### src/rtl/axi_lite_slave_regs.sv
// axi_lite_slave_regs: AXI4-Lite responder over NUM_REGS registers; define AXI_SLV_ID_REG_EN for a read-only ID at index 0
module axi_lite_slave_regs #(
    parameter int ADDR_WIDTH = 32,
    parameter int DATA_WIDTH = 32,
    parameter int NUM_REGS   = 8
) (
    input  logic                           clk,
    input  logic                           rst,
    input  logic [ADDR_WIDTH-1:0]          awaddr,
    input  logic                           awvalid,
    output logic                           awready,
    input  logic [DATA_WIDTH-1:0]          wdata,
    input  logic [DATA_WIDTH/8-1:0]        wstrb,
    input  logic                           wvalid,
    output logic                           wready,
    output logic [1:0]                     bresp,
    output logic                           bvalid,
    input  logic                           bready,
    input  logic [ADDR_WIDTH-1:0]          araddr,
    input  logic                           arvalid,
    output logic                           arready,
    output logic [DATA_WIDTH-1:0]          rdata,
    output logic [1:0]                     rresp,
    output logic                           rvalid,
    input  logic                           rready,
    output logic [DATA_WIDTH*NUM_REGS-1:0] regs_out
);
    localparam int IW = $clog2(NUM_REGS);
    localparam int NB = DATA_WIDTH / 8;
    localparam logic [ADDR_WIDTH-1:0] LIMIT = ADDR_WIDTH'(4 * NUM_REGS);
    localparam logic [DATA_WIDTH-1:0] ID_VAL = DATA_WIDTH'(32'hA5A5_0001);
    localparam logic [1:0] OKAY = 2'b00;
    localparam logic [1:0] SLVERR = 2'b10;
`ifdef AXI_SLV_ID_REG_EN
    localparam bit ID_EN = 1'b1;
`else
    localparam bit ID_EN = 1'b0;
`endif
    typedef enum logic {W_IDLE, W_RESP} w_state_t;
    typedef enum logic {R_IDLE, R_DATA} r_state_t;
    w_state_t r_wstate, w_wnext;
    r_state_t r_rstate, w_rnext;
    logic r_aw_held, r_w_held;
    logic [ADDR_WIDTH-1:0] r_awaddr;
    logic [DATA_WIDTH-1:0] r_wdata;
    logic [NB-1:0] r_wstrb;
    logic [1:0] r_bresp, r_rresp;
    logic [DATA_WIDTH-1:0] r_rdata;
    logic [DATA_WIDTH-1:0] r_regs [NUM_REGS];
    logic w_aw_hs, w_w_hs, w_ar_hs, w_commit, w_wr_ok, w_rd_in;
    logic [IW-1:0] w_widx, w_ridx;
    logic [DATA_WIDTH-1:0] w_rd_val;

    assign w_aw_hs  = awvalid && awready;
    assign w_w_hs   = wvalid && wready;
    assign w_ar_hs  = arvalid && arready;
    assign w_commit = r_wstate == W_IDLE && r_aw_held && r_w_held;
    assign w_widx   = r_awaddr[2 +: IW];
    assign w_wr_ok  = r_awaddr < LIMIT && !(ID_EN && w_widx == '0);
    assign w_ridx   = araddr[2 +: IW];
    assign w_rd_in  = araddr < LIMIT;
    assign w_rd_val = (ID_EN && w_ridx == '0) ? ID_VAL : r_regs[w_ridx];
    assign bvalid   = r_wstate == W_RESP;
    assign bresp    = r_bresp;
    assign rvalid   = r_rstate == R_DATA;
    assign rdata    = r_rdata;
    assign rresp    = r_rresp;

    // write FSM: accept AW/W independently while idle, wait for bready in W_RESP
    always_comb begin
        w_wnext = r_wstate;
        awready = 1'b0;
        wready  = 1'b0;
        if (r_wstate == W_IDLE) begin
            awready = !rst && !r_aw_held;
            wready  = !rst && !r_w_held;
            w_wnext = w_commit ? W_RESP : W_IDLE;
        end else begin
            w_wnext = bready ? W_IDLE : W_RESP;
        end
    end

    // read FSM: single-beat capture in R_IDLE, hold response until rready
    always_comb begin
        w_rnext = r_rstate;
        arready = 1'b0;
        if (r_rstate == R_IDLE) begin
            arready = !rst;
            w_rnext = w_ar_hs ? R_DATA : R_IDLE;
        end else begin
            w_rnext = rready ? R_IDLE : R_DATA;
        end
    end

    // state registers for both FSMs
    always_ff @(posedge clk or posedge rst) begin
        if (rst) begin
            r_wstate <= W_IDLE;
            r_rstate <= R_IDLE;
        end else begin
            r_wstate <= w_wnext;
            r_rstate <= w_rnext;
        end
    end

    // write path: latch AW and W, commit byte-masked write once both are held
    always_ff @(posedge clk or posedge rst) begin
        if (rst) begin
            r_aw_held <= 1'b0;
            r_w_held  <= 1'b0;
            r_awaddr  <= '0;
            r_wdata   <= '0;
            r_wstrb   <= '0;
            r_bresp   <= OKAY;
            for (int i = 0; i < NUM_REGS; i++) r_regs[i] <= '0;
        end else begin
            if (w_aw_hs) begin
                r_aw_held <= 1'b1;
                r_awaddr  <= awaddr;
            end
            if (w_w_hs) begin
                r_w_held <= 1'b1;
                r_wdata  <= wdata;
                r_wstrb  <= wstrb;
            end
            if (w_commit) begin
                r_aw_held <= 1'b0;
                r_w_held  <= 1'b0;
                r_bresp   <= w_wr_ok ? OKAY : SLVERR;
                if (w_wr_ok)
                    for (int b = 0; b < NB; b++)
                        if (r_wstrb[b]) r_regs[w_widx][8*b +: 8] <= r_wdata[8*b +: 8];
            end
        end
    end

    // read path: capture data and response on the AR handshake
    always_ff @(posedge clk or posedge rst) begin
        if (rst) begin
            r_rdata <= '0;
            r_rresp <= OKAY;
        end else if (w_ar_hs) begin
            r_rdata <= w_rd_in ? w_rd_val : '0;
            r_rresp <= w_rd_in ? OKAY : SLVERR;
        end
    end

    for (genvar i = 0; i < NUM_REGS; i++) begin : g_out
        assign regs_out[DATA_WIDTH*i +: DATA_WIDTH] = (ID_EN && i == 0) ? ID_VAL : r_regs[i];
    end
endmodule

### config.mk
export PLATFORM = sky130hd
export DESIGN_NAME = axi_lite_slave_regs
export DESIGN_NICKNAME = d
export VERILOG_FILES = /design/src/rtl/axi_lite_slave_regs.sv
export SDC_FILE = /design/constraint.sdc
export NUM_CORES = 1
export LEC_CHECK = 0
export ABC_AREA = 0
export BUFFER_PORTS_ARGS = -buffer_cell sky130_fd_sc_hd__buf_2
export CELL_PAD_IN_SITES_DETAIL_PLACEMENT = 0
export CELL_PAD_IN_SITES_GLOBAL_PLACEMENT = 1
export CORE_ASPECT_RATIO = 2
export CORE_MARGIN = 3
export CORE_UTILIZATION = 39
export DETAILED_ROUTE_END_ITERATION = 7
export PLACE_DENSITY = 0.82
export REMOVE_ABC_BUFFERS = 1
export SYNTH_ARGS = -nofsm -noshare
export SYNTH_HDL_FRONTEND = slang
export SYNTH_SLANG_ARGS = --single-unit
### constraint.sdc
create_clock -name clk -period 12.7 [get_ports clk]
set_clock_uncertainty 0.05 [all_clocks]
set_input_delay 2.54 -clock clk [delete_from_list [all_inputs] [get_ports clk]]
set_output_delay 2.54 -clock clk [all_outputs]
set_load 0.005 [all_outputs]
* Word level (Yosys, flattened, before mapping)
Index checks and enable logic that the tools add are counted.
** Cells by class
- $lt $le $gt $ge :: 5
- Reductions and logical operators :: 14
- Bitwise logic cells :: 3
- Mux-type cells :: 41
** Operators by type and width (number)
- 256-bit two-way mux :: 10
- 256-bit bitwise mux :: 4
- 32-bit demux with 3-bit select :: 4
- 32-bit two-way mux :: 4
- 32-bit binary-select mux with 3-bit select :: 1
- 32-bit by 6-bit less-than comparator with 1-bit output, second input constant :: 2
- 24-bit two-way mux :: 1
- 16-bit two-way mux :: 1
- 1-bit two-way mux :: 13
- 4-bit greater-or-equal comparator, second input constant :: 2
- 1-bit logical AND :: 8
- 8-bit two-way mux :: 1
- 3-bit inverter with 4-bit output :: 2
- 4-bit by 1-bit less-than comparator with 1-bit output, second input constant :: 1
- 2-bit two-way mux :: 2
- 2-bit nonzero test :: 2
- 1-bit logical NOT :: 3
- 2-bit AND reduction :: 1
- 1-bit inverter :: 1
** Word-level totals
- Logic and storage cells :: 81
- Register bits :: 364
- Output and inout bits :: 297

* Longest topological paths before layout
- Depth in word-level cells :: 19
- Gate-level depth with buffers :: 6
- Depth with buffers taken out :: 4

* Worst setup path after synthesis
No wires, ideal clock.
- Kind :: input port to output port
- From :: input rst
- To :: output awready
- Data required time :: 10110 ps
- Setup slack :: 7379 ps
- Path buffers :: 0
- Data arrival time :: 2731 ps
- Stages :: 1
- Cell sequence :: nor3_1
** On the way
- Cells in the longest elaborated chain, start to end :: 3
** RTL lines
- from (decl) :: line 8 : input logic rst,
- 1-bit logical NOT (no line)
- 1-bit logical AND :: line 75 : awready = !rst && !r_aw_held;
- 1-bit two-way mux :: line 74 : if (r_wstate == W_IDLE) begin
- to (decl) :: line 11 : output logic awready,
Every way passes these cells.

* Worst setup path in the final report
- From :: input rst
- To :: output wready
** On the way
- Cells in the longest elaborated chain, start to end :: 3
** RTL lines
- 1-bit logical NOT (no line)
- 1-bit logical AND :: line 76 : wready = !rst && !r_w_held;
- 1-bit two-way mux :: line 74
- to (decl) :: line 15 : output logic wready,
Every way passes these cells.

==> out/qor.yml <==
run_status: "complete, no violations"
fmax_ghz: 0.178
grt_max_degree: 154
synth_seq_cells: 360
synthMostInstantiatedCell: "dfrtp_1"
synth_top_family_by_area: "multiplexers"
die_x_um: 148
critPathKind: "primary input to output port"
syn_area_per_cell_um2: 16.2
synth_common_cells: "dfrtp_1, mux2_2, mux4_2, nand2_1, o21ai_0"
min-delay-path-class: "flop to flop"
grt-ovfl-total: 0
place_ws_ps: 7080
finalMaxSlewViolations: 0
finalCoreUtilization: 0.489
htree_levels: 2
rsz0062_at_grt: "false"
synth_area_leaders: "dfrtp_1, mux2_2, mux4_2, nor4_4, mux2i_1"
p_int_w: 0.00195
synth_compound_area_frac: 0.0141
critPathRequiredTime_ps: 10110
period_needed_ps: 5620
place_inst: 1864
finalHoldViolCount: 0
worst-endpoint-arrival_ps: 3030
worst_slack_ps: 7080
ios: 404
core_region_area_mm2: 0.0398
drtPass1Iterations: 6
wire_per_inst_um: 25.1
start_util: 0.398
maxSlewHeadroom: 0.324
areaGrowthSynthToFinish_pct: 22.9
combPwrFrac: 0.117
die_h_um: 291
via_count: 10300
synth_flop_cell: "dfrtp_1"
instances_no_fill: 1920
grt_pass1_vias: 10900
cts_made_buffers: 34
grt_use_met1: 0.241
async_reset_ff_frac: 1.00
postCtsHoldBufs: 0
final_nets: 1482
tns_ps: 0
post_cts_buffers: 0
crit_path_start_kind: "primary input"
synthDistinctLibCells: 30
cp-end-kind: "output port"
cts_tree: "built"
muxShareOfSynthArea: 0.337
port_buffers: 397
yosysTopAreaCellShare: 0.569
leakagePower_nw: 10.2
yosys.area.top_type: "dfrtp_1"
vias_per_cell: 5.34
synth_area_mm2: 0.0158
cts_resized: 0
switching_power_w: 0.000764
insertion_delay_ps: 530
totalWireLength_um: 48200
first_iter_violations: 365
place.gp.congestion: 0.820
synthAdderAreaFrac: 0
drtAntennaViolNets: 0
p_total_w: 0.00271
gr-usage-met2: 0.401
rows: 103
swShare: 0.282
drc: 0
worstMarginPinSlew_ps: 1010
synth_enable_flop_cells: 0
synth_xor_xnor_area_share: 0
setup_viol: 0
antenna_found_initial: 3
power_density_mw_per_mm2: 139
clk_pin_slew_worst_paths_ps: 60
die_area_mm2: 0.0432
synthCells: 977
synthSimpleGateAreaFrac: 0.0643
worst-path-max-fanout: 5
place_hpwl_um: 32800
pwr-share-seq: 0.521
root_buffer: "clkbuf_16"
p_clk_frac: 0.362
vdd_drop_max_v: 0.000110
drv_cap: 0
top_usage_layer: "met2"
cts.sinks: 360
fin_crit_sh: 0.442
clock_path_buffers: 3
layout-drive-gt1-share: 0.631
grt_pass1_wl_um: 70500
yosysWarnings: 0
grt_use_total: 0.218
ys_seq_area_frac: 0.569
gr-usage-met3: 0.0363
## layout by cell type, fill, tap and decap left out, types with 4 or more instances in the layout
cell type	n
buf_2	395
buf_4	13
clkbuf_1	7
clkbuf_16	35
clkbuf_8	8
dfrtp_1	360
inv_2	4
mux2_2	318
mux2i_1	32
mux4_2	64
nand2_1	37
nor4_1	13
nor4_4	31
o21ai_0	37
## cell type report
type                            instances  area [µm²]
Timing Repair Buffer                  409        2090
Fill cell                            3432       20400
Tap cell                              525         657
Antenna cell                            1        2.50
Clock inverter                          5        32.5
Sequential cell                       360        9010
Clock buffer                           50        1010
Inverter                                8        37.5
Multi-Input combinational cell        562        6610
## critical path: stages
cell    delay [ps]
buf_2          150
nor3_1         180
buf_2          150
## sequential cells by signal, indices dropped and copies added (netlist names)
name	count
rdata	32
r_aw_held	1
regs_out	256
r_wdata	32
rresp	1
rvalid	1
bvalid	1
bresp	1
r_wstrb	4
r_awaddr	30
r_w_held	1
## routing by layer
layer,vias up,wire [µm],share of wire
li1,4457,-,-
met1,5343,17100,0.35
met3,102,2370,0.049
met4,2,2380,0.049
met5,-,7,0.00015
met2,354,26300,0.55
## power groups by stage
stage	clock, W	combinational [W]	sequential (W)
2_1_floorplan	0	0.000232	0.00138
3_3_place_gp	0	0.000311	0.00142
3_5_place_dp	0	0.000322	0.00143
6_report	0.000981	0.000317	0.00141
4_1_cts	0.00101	0.000324	0.00141
5_1_grt	0.00105	0.000343	0.00143
## per-stage QoR
step	hold slack, ps	instance area, µm²
detailed placement	416	18400
CTS	430	19500
finish	426	19500
global placement	408	18400
global route	443	19500
floorplan	423	15600
## worst paths after layout
kind                            depth (start not counted)  slack, ps    startpoint       endpoint
max in group asynchronous                               3       8930           rst   regs_out[91]
min in group asynchronous                               2       2180           rst   r_awaddr[28]
worst max-delay path                                    3       7080           rst         wready
worst max register to register                          5       9790  r_awaddr[11]  regs_out[209]
worst min register to register                          2        430      rdata[9]       rdata[9]
worst min-delay path                                    2        430      rdata[9]       rdata[9]
## cell families (layout without fill, tap and decap cells)
kind of cell,after synthesis,after routing
multiplexers,414,414
flip-flops,360,360
AND/OR/NAND/NOR,104,104
buffers and inverters,56,472
AO/OA/AOI/OAI,42,42
other,1,3
No activity file was read; power rests on OpenSTA's default activity.
